===== config.mk =====
export PLATFORM = sky130hd
export DESIGN_NAME = systolic_ctrl
export DESIGN_NICKNAME = d
export VERILOG_FILES = /design/src/rtl/sa_ctrl_pkg.sv /design/src/rtl/skew_shift.sv /design/src/rtl/systolic_ctrl.sv
export SDC_FILE = /design/constraint.sdc
export NUM_CORES = 1
export LEC_CHECK = 0
export ABC_AREA = 1
export BUFFER_PORTS_ARGS = -buffer_cell sky130_fd_sc_hd__buf_2
export CORE_ASPECT_RATIO = 0.9
export CORE_UTILIZATION = 59
export CTS_BUF_LIST = sky130_fd_sc_hd__clkbuf_4 sky130_fd_sc_hd__clkbuf_8 sky130_fd_sc_hd__clkbuf_16
export CTS_CLUSTER_SIZE = 40
export DETAILED_ROUTE_END_ITERATION = 8
export PLACE_DENSITY_LB_ADDON = 0.08
export RECOVER_POWER = 25
export REMOVE_ABC_BUFFERS = 1
export SKIP_LAST_GASP = 1
export SLEW_MARGIN = 25
export SYNTH_ARGS = -nofsm -noshare
export SYNTH_HDL_FRONTEND = slang
export SYNTH_SLANG_ARGS = --single-unit

===== constraint.sdc =====
create_clock -name clk -period 6.7 [get_ports clk]
set_clock_uncertainty 0.2 [all_clocks]
set_input_delay 1.005 -clock clk [delete_from_list [all_inputs] [get_ports clk]]
set_output_delay 1.005 -clock clk [all_outputs]
set_load 0.01 [all_outputs]

===== src/rtl/sa_ctrl_pkg.sv =====
// Shared types and sizing helpers for the weight-stationary systolic array sequencer.
package sa_ctrl_pkg;

    typedef enum logic [2:0] {
        IDLE,
        LOAD_W,
        SETTLE,
        STREAM,
        DRAIN
    } sa_state_e;

    localparam int MIN_CNT_W = 1;

    // The phase counter must hold the vector count and the 2N+1 drain cycles.
    function automatic int cnt_width(input int m_w, input int n);
        int w;
        w = $clog2(2 * n + 1);
        if (m_w > w) w = m_w;
        if (w < MIN_CNT_W) w = MIN_CNT_W;
        return w;
    endfunction

endpackage


===== src/rtl/skew_shift.sv =====
// N-tap delay line: tap i is the input delayed by i cycles, tap 0 is the input itself.
module skew_shift #(
    parameter int N = 4
) (
    input  logic         clk,
    input  logic         rst_n,
    input  logic         din,
    output logic [N-1:0] taps
);

    generate
        if (N == 1) begin : g_single
            assign taps = din;
        end else begin : g_chain
            logic [N-2:0] q;

            always_ff @(posedge clk or negedge rst_n) begin
                if (!rst_n) begin
                    q <= '0;
                end else begin
                    q <= taps[N-2:0];
                end
            end

            assign taps = {q, din};
        end
    endgenerate

endmodule


===== src/rtl/systolic_ctrl.sv =====
// Control sequencer for the N x N weight-stationary array: load weights, switch, stream, drain.
module systolic_ctrl
    import sa_ctrl_pkg::*;
#(
    parameter int N      = 4,
    parameter int M_W    = 8,
    parameter int ADDR_W = 8
) (
    input  logic              clk,
    input  logic              rst_n,
    input  logic              start,
    input  logic [M_W-1:0]    num_vec,
    output logic              ready,
    output logic              busy,
    output logic              done,
    output logic              array_en,
    output logic              wbuf_rd_en,
    output logic [ADDR_W-1:0] wbuf_addr,
    output logic [N-1:0]      accept_w,
    output logic              ibuf_rd_en,
    output logic [ADDR_W-1:0] ibuf_addr,
    output logic [N-1:0]      row_switch,
    output logic [N-1:0]      row_valid,
    output logic [N-1:0]      col_out_valid
);

    localparam int CNT_W = cnt_width(M_W, N);
    localparam logic [CNT_W-1:0] LOAD_LAST  = CNT_W'(N - 1);
    localparam logic [CNT_W-1:0] DRAIN_LAST = CNT_W'(2 * N);
    localparam logic [CNT_W-1:0] CNT_ONE    = CNT_W'(1);

    sa_state_e        state;
    sa_state_e        state_nxt;
    logic [CNT_W-1:0] cnt;
    logic [CNT_W-1:0] cnt_nxt;
    logic [M_W-1:0]   m_reg;
    logic [CNT_W-1:0] m_last;
    logic             switch_src;
    logic             valid_src;
    logic             col_src;

    assign m_last = CNT_W'(m_reg) - CNT_ONE;

    always_ff @(posedge clk or negedge rst_n) begin
        if (!rst_n) begin
            state <= IDLE;
            cnt   <= '0;
            m_reg <= '0;
        end else begin
            state <= state_nxt;
            cnt   <= cnt_nxt;
            if (state == IDLE && state_nxt == LOAD_W) begin
                m_reg <= num_vec;
            end
        end
    end

    // ready gates acceptance so the first edge after reset release cannot start a job.
    always_comb begin
        state_nxt = state;
        cnt_nxt   = cnt;
        case (state)
            IDLE: begin
                if (ready && start && (num_vec != '0)) begin
                    state_nxt = LOAD_W;
                    cnt_nxt   = '0;
                end
            end
            LOAD_W: begin
                if (cnt == LOAD_LAST) begin
                    state_nxt = SETTLE;
                    cnt_nxt   = '0;
                end else begin
                    cnt_nxt = cnt + CNT_ONE;
                end
            end
            SETTLE: begin
                state_nxt = STREAM;
                cnt_nxt   = '0;
            end
            STREAM: begin
                if (cnt == m_last) begin
                    state_nxt = DRAIN;
                    cnt_nxt   = '0;
                end else begin
                    cnt_nxt = cnt + CNT_ONE;
                end
            end
            DRAIN: begin
                if (cnt == DRAIN_LAST) begin
                    state_nxt = IDLE;
                    cnt_nxt   = '0;
                end else begin
                    cnt_nxt = cnt + CNT_ONE;
                end
            end
            default: begin
                state_nxt = IDLE;
                cnt_nxt   = '0;
            end
        endcase
    end

    // Outputs are flopped from the next state so each lands in the cycle its phase occupies.
    always_ff @(posedge clk or negedge rst_n) begin
        if (!rst_n) begin
            ready      <= 1'b0;
            busy       <= 1'b0;
            done       <= 1'b0;
            array_en   <= 1'b0;
            wbuf_rd_en <= 1'b0;
            wbuf_addr  <= '0;
            accept_w   <= '0;
            ibuf_rd_en <= 1'b0;
            ibuf_addr  <= '0;
            switch_src <= 1'b0;
            valid_src  <= 1'b0;
            col_src    <= 1'b0;
        end else begin
            ready      <= (state_nxt == IDLE);
            busy       <= (state_nxt != IDLE);
            done       <= (state_nxt == DRAIN) && (cnt_nxt == DRAIN_LAST);
            array_en   <= (state_nxt != IDLE);
            wbuf_rd_en <= (state_nxt == LOAD_W);
            wbuf_addr  <= (state_nxt == LOAD_W) ? ADDR_W'(LOAD_LAST - cnt_nxt) : '0;
            accept_w   <= {N{wbuf_rd_en}};
            ibuf_rd_en <= (state_nxt == STREAM);
            ibuf_addr  <= (state_nxt == STREAM) ? ADDR_W'(cnt_nxt) : '0;
            switch_src <= (state_nxt == STREAM) && (cnt_nxt == '0);
            valid_src  <= ibuf_rd_en;
            col_src    <= row_valid[N-1];
        end
    end

    skew_shift #(.N(N)) u_switch_skew (
        .clk  (clk),
        .rst_n(rst_n),
        .din  (switch_src),
        .taps (row_switch)
    );

    skew_shift #(.N(N)) u_valid_skew (
        .clk  (clk),
        .rst_n(rst_n),
        .din  (valid_src),
        .taps (row_valid)
    );

    // Column strobes follow the last row's valid by one stage, then skew per column.
    skew_shift #(.N(N)) u_col_skew (
        .clk  (clk),
        .rst_n(rst_n),
        .din  (col_src),
        .taps (col_out_valid)
    );

endmodule


==> impl_summary.md, run 1 <==
GRT
The overall routing resource usage is 0.245. Summed over all layers, the global routing overflow is 0. The initial antenna violation count is 0. The number of global-route vias before repair came to 1942. The first global-routing pass estimated 8.82 mm of wire. The pin count of the biggest net entering global routing is 54.

Timing
Setup repair after global routing left no endpoint under its margin. After routing, the total negative slack on setup checks comes to 0 ns. The final hold violation count is 0. The slew at the pin with the worst max-slew slack is 2.67 ns. Dividing the final minimum period by the clock period gives 0.501. The clock period minus worst slack is 3.36 ns.

The count of final max-slew check failures came to 54. Setup violations remaining at the end of the flow were counted as 0. Based on the critical path, the design can be clocked at up to 298 MHz. The worst slew margin relative to its limit is -0.781.

Die
The width of the die is 72.7 um. 49 I/O pins were placed. The starting density of the core is 0.635. The die area is 0.00477 sq mm. The row count is 22. The height of the die is 65.6 um. The floorplan step defined a core boundary enclosing 0.00418 sq mm.

Cells and area
The area added between synthesis and finish is 14.8%. The final core area utilization is 0.728. The fraction of layout instances using a drive strength above 1 is 0.240. The final net count is 377.

Once layout is done, the placed cells without fillers occupy 0.00305 sq mm. 0 antenna diodes ended up in the layout. The final non-filler cell total is 422.

Critical path
In this run the critical register-to-register path is launched from m_reg[0]. The number of buffers and inverters on the critical path is 2. The cell at the slowest stage of the critical path is clkbuf_1. The family with the most delay on the worst path is buffers and inverters. The required time reported for the critical path endpoint is 6.34 ns. The setup path with the least slack is of type in2async. Measured in cells, the most critical reg-to-reg path has a length of 17. Setup slack on the worst reg-to-reg path comes out at 4.05 ns.

At the worst endpoint, the arrival time is 3.00 ns. The critical path goes through buf_2 > clkbuf_1. The capture instance of the worst register-to-register path is switch_src.

STA classifies the critical path startpoint as a primary input. In this design, the stage delay of the slowest critical-path cell is 1.87 ns. The element type at the critical path end is an asynchronous set/reset pin.

In this run the worst path has a maximum fanout of 53.

Clocking
Clock tree synthesis selected as its root buffer the cell clkbuf_8. The post-cts repair resize count is 0. TritonCTS created 5 clock buffers. The number of buffers inserted by post-CTS setup repair is 0. The TritonCTS clock tree is yes. The clock-pin slew on the worst setup and hold paths is 0.09 ns. For this design, the sink count on the clock tree is 53. The number of hold buffers added after cts is 0.

The clock passes through at most 2 buffers. At the later pin of the worst-skew pair, clock insertion delay measures 0.30 ns. The H-tree was split into 2 levels.

Placement
The number of port buffers is 48. At the end of routability-driven placement, the weighted congestion stood at 0.959. The placed wire-length estimate is 3.86 mm.

The placed instances occupy a cell area of 0.00292 sq mm. The cell total after placement is 414.

Synth
The top flip-flop cell by instance count after synthesis is dfrtp_1. Ranked by total cell area, the synthesized netlist is headed by dfrtp_1 (50%), nand2_1 (9.5%), inv_1 (7.6%), nor2_1 (5.1%), nand3_1 (2.8%). Of the synthesized area, sequential elements account for 0.500. The cell type with the highest aggregate area in the netlist is dfrtp_1. The post-synthesis instance total is 314.

The dominant cell by count in the synthesized netlist is nand2_1. The mapped cell area is 0.00266 sq mm. In the synthesized netlist, the cells that appear most often are nand2_1 (67), inv_1 (54), dfrtp_1 (53), nor2_1 (36). The fraction of registers with async set or reset after synthesis is 1.00.

The post-synthesis area per instance is 8.46 sq um. Of the post-synthesis cell area, the dominant cell type holds 0.500. Counting flops with a built-in enable in the synthesized netlist gives 0. The number of flip-flops and latches in the synthesized netlist is 53. The synthesized netlist contains 32 unique library cells. The number of warnings reported in the yosys synthesis log is 0.

Power and ir drop
The cell-internal power is 0.470 mW. The maximum vdd drop is 0.000161 V. Of the total power, registers draw 0.555. Of the total power, the share spent switching nets is 0.184. For this design the ratio of total power to cell area is 189 mW/mm^2. Summed over all nets, the switching power comes to 0.106 mW.

The clock share of power is 0.428. The share of total power dissipated in combinational logic is 0.017. The analysis attributes to cell leakage a power of 1.71 nW.

Route
The via density per instance is 4.98. The average detailed-routed wire length per instance is 12.0 um. For this block, the routed nets add up to 5.08 mm of wire. The number of routed nets with antenna violations is 0. The iteration count of the initial detailed-routing pass is 4.

For this run, design rule violations remaining after detail routing come to 0. The detailed router's first-iteration violation count is 217. The detailed-route via count is 2103.

Hold path
The min-delay analysis places its worst path in the category reg2reg. The path with the worst hold slack has its endpoint at u_switch_skew.g_chain.q[1]. The source of the worst hold timing path is u_switch_skew.g_chain.q[0].

The worst hold path passes through 0 cells.

Status
The final reports fail on max-capacitance violations, max-slew violations. The run finished, with violations left.

Run
The tool flagged a number of max-cap violations equal to 1.
layout by cell type (no fill, tap or decap), drive strengths merged:
cell / instances
nor2: 43
xor2: 3
xnor2: 4
buf: 48
nand3: 21
o22ai: 3
nand2: 75
o21ai: 19
inv: 58
a21oi: 6
a31oi: 1
nand3b: 2
o21bai: 1
bufinv: 2
dfrtp: 53
clkinv: 2
nand4: 7
ha: 5
nor3: 3
clkbuf: 6
worst max path at each step:
stage / start / endpoint / depth (start not counted)
after global placement: num_vec[6] / switch_src / 13
after global routing: rst_n / u_switch_skew.g_chain.q[2] / 2
after detailed placement: num_vec[7] / switch_src / 13
after CTS: num_vec[7] / switch_src / 13
after floorplan: num_vec[6] / switch_src / 12
final: rst_n / cnt[2] / 2
layout make-up:
cell class                      instances  area [sq um]
Inverter                               59           221
Fill cell                             317          1140
Clock inverter                          3          65.1
Timing Repair Buffer                   49           244
Sequential cell                        53          1330
Multi-Input combinational cell        193          1050
Clock buffer                            5          68.8
Tap cell                               60          75.1
stage by stage:
step | power [mW] | hold slack [ns] | setup slack [ns]
6_report | 0.576 | 0.175 | 3.34
5_1_grt | 0.595 | 0.183 | 2.66
4_1_cts | 0.582 | 0.178 | 3.89
3_5_place_dp | 0.337 | 0.157 | 3.59
3_3_place_gp | 0.337 | 0.151 | 3.68
2_1_floorplan | 0.327 | 0.216 | 4.08
worst reg2reg max path, stage by stage, from the launching register on:
cell and delay (ns):
dfrtp_1 0.41, inv_1 0.15, ha_1 0.24, inv_1 0.06, nand2_1 0.07, a21oi_1 0.07
nor2_1 0.12, nand2_1 0.11, nor2_4 0.11, nand2_4 0.12, nand2_4 0.12, nand2_4 0.07
a21oi_4 0.22, ha_1 0.21, inv_1 0.07, nor2_1 0.10, nand2_1 0.06, nor2_1 0.09
layer usage:
metal  GRT usage  share of wire  vias up
met2       0.393           0.47       72
met4      0.0588         0.0083        0
met1       0.347           0.45      969
li1            -              -     1058
met5           0              0        -
met3      0.0429          0.072        4
logic make-up after synthesis:
family	share of synthesized area
compound gates	0.0665
xor+xnor	0.0231
fa+ha+maj	0.0236
buf+inv	0.106
flops	0.500
simple gates	0.281
power by group through the flow:
stage               Clock (mW)  Combinational (mW)  Sequential [mW]
floorplan                    0             0.00141            0.326
global placement             0              0.0108            0.326
detailed placement           0              0.0109            0.326
CTS                      0.252              0.0109            0.320
global route             0.263              0.0126            0.320
finish                   0.247              0.0101            0.320
Power figures use the tool's default switching activity.
==> run 2: changes to the inputs <==
Settings changed: CORE_UTILIZATION 59 to 55.
Clock period 6.7 ns to 3.2 ns, I/O delays scaled along.
==> impl_summary.md, run 2 (synthesis results as in run 1) <==
Status
The run finished with clean final reports.

Cells and area
The library cell used most frequently in the layout, excluding fill and tap cells, is nand2_1. The final net count is 382 (+1.3%). Relative to the synthesized area, the layout overhead comes to 15.7%. In the layout the commonest cells are nand2_1 (67), inv_1 (54), dfrtp_1 (53).

The fraction of layout instances using a drive strength above 1 is 0.234 (-0.00600). The combined area of the multi-input logic cells is 0.00105 sq mm (unchanged). The sequential cell area in the final layout is 0.00133 sq mm (unchanged).

The number of inserted diodes came to 0 (unchanged). The final non-filler cell total is 429 (+1.7%). The filler cell count in the final layout is 399 (+26%). The final core area utilization was 0.676 (-0.0526).

Power and ir drop
The static power due to leakage is 1.70 nW (-0.54%). The combinational power share is 0.021 (+0.004). The cell-internal power was 0.931 mW (+98%). The maximum vdd drop is 0.000318 V (+98%). The relative contribution of sequential cells to total power was 0.574 (+0.019). The switching component of the power was 0.234 mW (+120%). The clock share of power is 0.404 (-0.024). The total power per unit cell area is 379 mW/mm^2 (+100%). The switching share of power is 0.201 (+0.0172).

Route
The detailed router's first-iteration violation count was 172 (-21%). The iteration count of the initial detailed-routing pass is 4 (unchanged). The number of routed nets with antenna violations is 0 (unchanged). The average detailed-routed wire length per instance is 12.6 um (+4.6%). The detailed-route wire length is 5.40 mm (+6.3%).

The number of DRC violations after detailed routing is 0 (unchanged). The detailed-route via count is 2089 (-0.67%). The via density per instance is 4.87 (-2.3%).

Die
The starting density of the core is 0.584 (-0.0506). The width of the die is 75.2 um (+3.5%). The number of placed I/O pins is 49 (unchanged). The row count is 23 (+4.5%). The height of the die is 67.9 um (+3.5%). The standard cell core area came to 0.00455 sq mm (+8.7%). The die area is 0.00511 sq mm (+7.1%).

Hold path
The type of the tightest min-delay check is reg2reg. The depth of the worst hold-timing path is 0 (unchanged). The source of the worst hold timing path is u_valid_skew.g_chain.q[2]. The worst hold path terminates at col_src.

Critical path
In this run the critical register-to-register path is launched from m_reg[0]. The critical path startpoint category is a flip-flop. The worst-case register-to-register setup slack came to 0.61 ns (-3.44 ns). The depth of the worst register-to-register path is 16 (-1). The capture instance of the worst register-to-register path is switch_src. The data arrival time of the critical path is 2.63 ns (-0.37 ns). The largest fanout on the critical path is 10 (-81%). The worst setup path is captured at a flip-flop. The required time reported for the critical path endpoint is 3.25 ns (-3.09 ns).

The start-to-end type of the worst setup path is reg2reg.

Timing
The least setup slack across all paths after layout is 0.613 ns (-2.73 ns). Setup repair after global routing left no endpoint under its margin. The slew at the pin with the worst max-slew slack is 1.08 ns (-1.59 ns). The post-route setup TNS is 0 ns (unchanged). The count of final max-slew check failures is 0 (-100%). The final hold slack is 0.174 ns (-0.00178 ns).

The number of endpoints failing setup at the final stage is 0 (unchanged). Static timing analysis puts the maximum clock frequency at 387 MHz. The final hold violation count is 0 (unchanged). The worst slew margin relative to its limit is 0.281 (+1.06).

Of the available clock period, the critical path in the final layout requires 0.808. The clock period minus worst slack is 2.59 ns.

Placement
The routability congestion estimate from global placement came to 0.900 (-6.2%). The cell total after placement is 420 (+1.4%). The number of port buffers is 48 (unchanged). The placed wire-length estimate is 4.24 mm (+9.9%). The pre-CTS setup slack is 0.628 ns (-2.96 ns).

Clocking
TritonCTS built the clock tree. The number of H-tree levels came to 2 (unchanged). The clock-pin slew on the worst setup and hold paths is 0.09 ns (about the same).

The clock latency on the worst-skew pair came to 0.31 ns (about the same). The maximum clock path buffer count is 2 (unchanged). The sink count of the clock tree is 53 (unchanged). The number of buffers created by CTS was 5 (unchanged). The cell chosen for the clock root is clkbuf_8. The number of buffers inserted by post-CTS setup repair is 0 (unchanged).

Run
The max-cap violation count is 0 (-1).

GRT
The number of global-route vias before repair is 1907 (-1.8%). The global-route wire length before repair is 8.83 mm (about the same). The total global routing overflow is 0 (unchanged). The initial antenna violation count is 0 (unchanged). The pin count of the biggest net entering global routing came to 22 (-59%). The overall routing resource usage is 0.240 (-0.00436).
-- run 2: cell count changes in the layout (fill, tap and decap cells not counted) --
cell / previous run / this run
clkinvlp_4: 0 / 1
buf_4: 0 / 5
clkbuf_8: 5 / 6
clkbuf_1: 1 / 6
dlygate4sd3_1: 0 / 1
buf_2: 48 / 42
bufinv_16: 2 / 1
clkinv_2: 1 / 0
-- run 2: worst max-delay path by stage --
stage	start	end	slack, ns
2_1_floorplan	m_reg[0]	wbuf_addr[4]	0.88
3_3_place_gp	m_reg[0]	switch_src	0.77
3_5_place_dp	m_reg[0]	switch_src	0.63
4_1_cts	m_reg[0]	switch_src	0.60
5_1_grt	m_reg[0]	switch_src	0.37
6_report	m_reg[0]	switch_src	0.61
-- run 2: stage by stage --
step	cell area, sq um	power (mW)
after global placement	2950	0.706
final	3070	1.16
after floorplan	2590	0.686
after CTS	3080	1.17
after global routing	3070	1.19
after detailed placement	2950	0.707
-- run 2: power by group through the flow --
| stage | clock network, mW | logic [mW] | registers, mW |
|---|---|---|---|
| floorplan | 0 | 0.00295 | 0.683 |
| global placement | 0 | 0.0240 | 0.682 |
| detailed placement | 0 | 0.0247 | 0.682 |
| CTS | 0.479 | 0.0258 | 0.669 |
| global route | 0.496 | 0.0292 | 0.669 |
| finish | 0.471 | 0.0247 | 0.669 |
-- run 2: worst max-delay path: stages (launching register included) --
cell and delay, ns:
dfrtp_1 0.40, inv_1 0.10, ha_1 0.32, xor2_1 0.13, nand2_1 0.07, nor2_1 0.08, nand2_1 0.09, nor2_4 0.10
nand2_4 0.12, nand2_4 0.10, nand2_4 0.06, a21oi_4 0.22, ha_1 0.22, inv_1 0.08, nor2_1 0.10, nand2_1 0.05
nor2_1 0.08
-- run 2: timing repair --
action,in CTS,in global routing
endpoints found under the hold margin,19,0
resized for setup,0,0
hold buffers,1,0
endpoints found under the setup margin,0,0
-- run 2: area by class of cell --
| cell class | count | share of cell area |
|---|---|---|
| inverters | 59 | 0.0721 |
| well taps | 62 | 0.0253 |
| flip-flops and latches | 53 | 0.432 |
| repair buffers | 54 | 0.0912 |
| clock inverters | 2 | 0.0122 |
| clock buffers | 6 | 0.0269 |
| multi-input cells | 193 | 0.341 |
-- run 2: routing by layer --
| metal | track usage | part of all wire | routed length [um] | vias to the layer above |
|---|---|---|---|---|
| met1 | 0.354 | 0.49 | 2670 | 955 |
| met2 | 0.357 | 0.44 | 2370 | 55 |
| met4 | 0.0880 | 0.014 | 73 | 0 |
| met3 | 0.0412 | 0.052 | 283 | 8 |
| met5 | 0 | 0 | 0 | - |
| li1 | - | - | - | 1071 |
==> run 3: changes to the inputs <==
Settings changed: CORE_UTILIZATION 55 to 50.
Clock period 3.2 ns to 2.32 ns, I/O delays scaled along.
==> impl_summary.md, run 3 (synthesis results as in run 1) <==
Status
The run finished with clean final reports.

Cells and area
The final net count is 395 (+3.4%). The number of inserted diodes is 0 (unchanged). Compared with the post-synthesis result, the final layout area differs by 23.9%.

The fraction of layout instances using a drive strength above 1 was 0.326 (+0.0920). The most common library cell in the layout ignoring fill and taps is nand2_1. The library cells used most frequently in the layout, excluding fill and tap cells, are nand2_1 (63), dfrtp_1 (52), inv_1 (46).

GRT
The initial antenna violation count is 0 (unchanged). The overall routing resource usage is 0.237 (-0.00351). The global-route wire length before repair is 10.1 mm (+15%). The total global routing overflow came to 0 (unchanged). The pin count of the biggest net entering global routing is 35 (+59%). The number of global-route vias before repair is 2176 (+14%).

Timing
The achievable clock frequency is 431 MHz (+12%). The least setup slack across all paths after layout is 0.00144 ns (-0.612 ns). The final period utilization is 0.999 (+0.191). The count of final max-slew check failures was 0 (unchanged). The slew at the pin with the worst max-slew slack was 1.17 ns (+0.0924 ns). Setup repair after global routing could not meet its margin everywhere.

The number of endpoints failing setup at the final stage was 0 (unchanged). The worst slew margin relative to its limit was 0.219 (-0.0616). The final hold violation count was 0 (unchanged). The clock period minus worst slack is 2.32 ns (-0.268 ns).

Run
The max-cap violation count is 0 (unchanged).

Clocking
The cell chosen for the clock root is clkbuf_8. The clock-pin slew on the worst setup and hold paths was 0.10 ns (about the same). TritonCTS built the clock tree. The number of H-tree levels is 2 (unchanged). The number of buffers created by CTS is 5 (unchanged). The sink count of the clock tree is 53 (unchanged).

The clock latency on the worst-skew pair is 0.32 ns (about the same). The maximum clock path buffer count is 2 (unchanged).

Route
The detailed-route wire length is 5.79 mm (+7.1%). The detailed-route via count came to 2196 (+5.1%). The number of DRC violations after detailed routing is 0 (unchanged). The average detailed-routed wire length per instance is 13.0 um (+3.2%).

The via density per instance is 4.93 (+1.3%). The number of routed nets with antenna violations came to 0 (unchanged). The iteration count of the initial detailed-routing pass is 5 (+1).

The detailed router's first-iteration violation count is 152 (-12%).

Power and ir drop
The total power per unit cell area came to 493 mW/mm^2 (+30%). The maximum vdd drop was 0.000431 V (+35%). The static power due to leakage came to 1.78 nW (+4.9%). The overall power after layout is 1.62 mW (+39%).

Critical path
The depth of the worst register-to-register path was 16 (unchanged). The element type at the critical path end is a flip-flop. The cell family contributing the most delay on the critical path is simple AND/OR/NAND/NOR gates.

The data arrival time of the critical path came to 2.36 ns (-0.27 ns). Tracing the worst setup path back leads to its startpoint at m_reg[1]. The start-to-end type of the worst setup path is reg2reg.

The delay of the slowest cell on the worst path is 0.38 ns (-0.02 ns). The worst register-to-register path ends at switch_src. STA classifies the critical path startpoint as a flip-flop. The largest fanout on the critical path is 5 (-5).

The number of buffers and inverters on the critical path is 2 (unchanged). The slowest stage of the critical path is the dfrtp_1 cell. The required time reported for the critical path endpoint is 2.37 ns (-0.88 ns). The worst register-to-register path begins at m_reg[1]. Walking the worst path, the cells encountered are inv_2 > ha_4 > xor2_1 > nand2_1 > nor2_1 > nand2_1 > nor2_4 > nand2_4 > nand2_4 > nand2_4 > a21oi_4 > ha_4 > inv_2 > nor2_1 > nand2_1 > nor2_1. The worst-case register-to-register setup slack is 0.001 ns (-0.61 ns).

Placement
The number of port buffers was 48 (unchanged). The pre-CTS setup slack is -0.0993 ns (-0.727 ns). The placed wire-length estimate is 4.42 mm (+4.2%). The routability congestion estimate from global placement is 0.915 (+1.7%).

Hold path
The depth of the worst hold-timing path is 3 (+3). The type of the tightest min-delay check is in2reg. The path with the worst hold slack has its endpoint at m_reg[5]. In this run the most critical hold path is launched from num_vec[5].

Die
The starting density of the core is 0.533 (-0.0513). The die area is 0.00561 sq mm (+9.7%). The standard cell core area is 0.00498 sq mm (+9.6%). The height of the die came to 71.1 um (+4.7%). The number of placed I/O pins is 49 (unchanged). The row count was 24 (+4.3%). The width of the die came to 78.8 um (+4.8%).
run 3: layer usage:
layer	wire length (um)	up-vias	track usage
met4	93	0	0.0929
li1	-	1093	-
met3	236	7	0.0503
met5	0	-	0
met1	2840	1044	0.341
met2	2620	52	0.351
run 3: timing repair:
action,CTS,global route
pin swaps,19,15
endpoints found under the hold margin,19,0
gates resized for setup,17,15
hold buffers,1,0
endpoints found under the setup margin,7,11
buffers inserted,3,1
run 3: final cells by class:
type | count | area (sq um)
clock buffers | 6 | 82.6
inverters | 59 | 221
flip-flops and latches | 53 | 1330
repair buffers | 67 | 397
well taps | 65 | 81.3
multi-input cells | 193 | 1140
fillers | 437 | 1700
clock inverters | 2 | 37.5
run 3: how the worst max path moves through the flow:
stage                        end  depth (start not counted)  slack (ns)
detailed placement    switch_src                         17        -0.1
finish                switch_src                         16       0.001
global route                done                         17       -0.15
global placement      switch_src                         17       -0.02
floorplan           wbuf_addr[4]                         15      -0.002
CTS                         done                         16       -0.08
run 3: where the power goes:
| group | switching, mW | internal, mW |
|---|---|---|
| Combinational | 0.0234 | 0.0115 |
| Clock | 0.313 | 0.351 |
| Sequential | 0 | 0.923 |
| Total | 0.336 | 1.29 |
run 3: worst reg2reg max path, cell delays in order, from the launching register on:
cell     delay (ns)
dfrtp_1        0.38
inv_2          0.05
ha_4           0.25
xor2_1         0.13
nand2_1        0.06
nor2_1         0.08
nand2_1        0.10
nor2_4         0.11
nand2_4        0.09
nand2_4        0.08
nand2_4        0.06
a21oi_4        0.20
ha_4           0.18
inv_2          0.05
nor2_1         0.08
nand2_1        0.06
nor2_1         0.11
run 3: metrics by stage:
step / instances / setup TNS (ns) / utilization / hold WS [ns] / instance area, sq um
3_5_place_dp: 432 / -0.319 / 0.608 / 0.141 / 3030
3_3_place_gp: 432 / -0.0391 / 0.608 / 0.135 / 3030
4_1_cts: 444 / -0.225 / 0.652 / 0.0890 / 3250
2_1_floorplan: 305 / -0.00174 / - / -0.148 / 2590
6_report: 445 / 0 / 0.660 / 0.0934 / 3290
5_1_grt: 445 / -0.703 / 0.660 / 0.138 / 3290
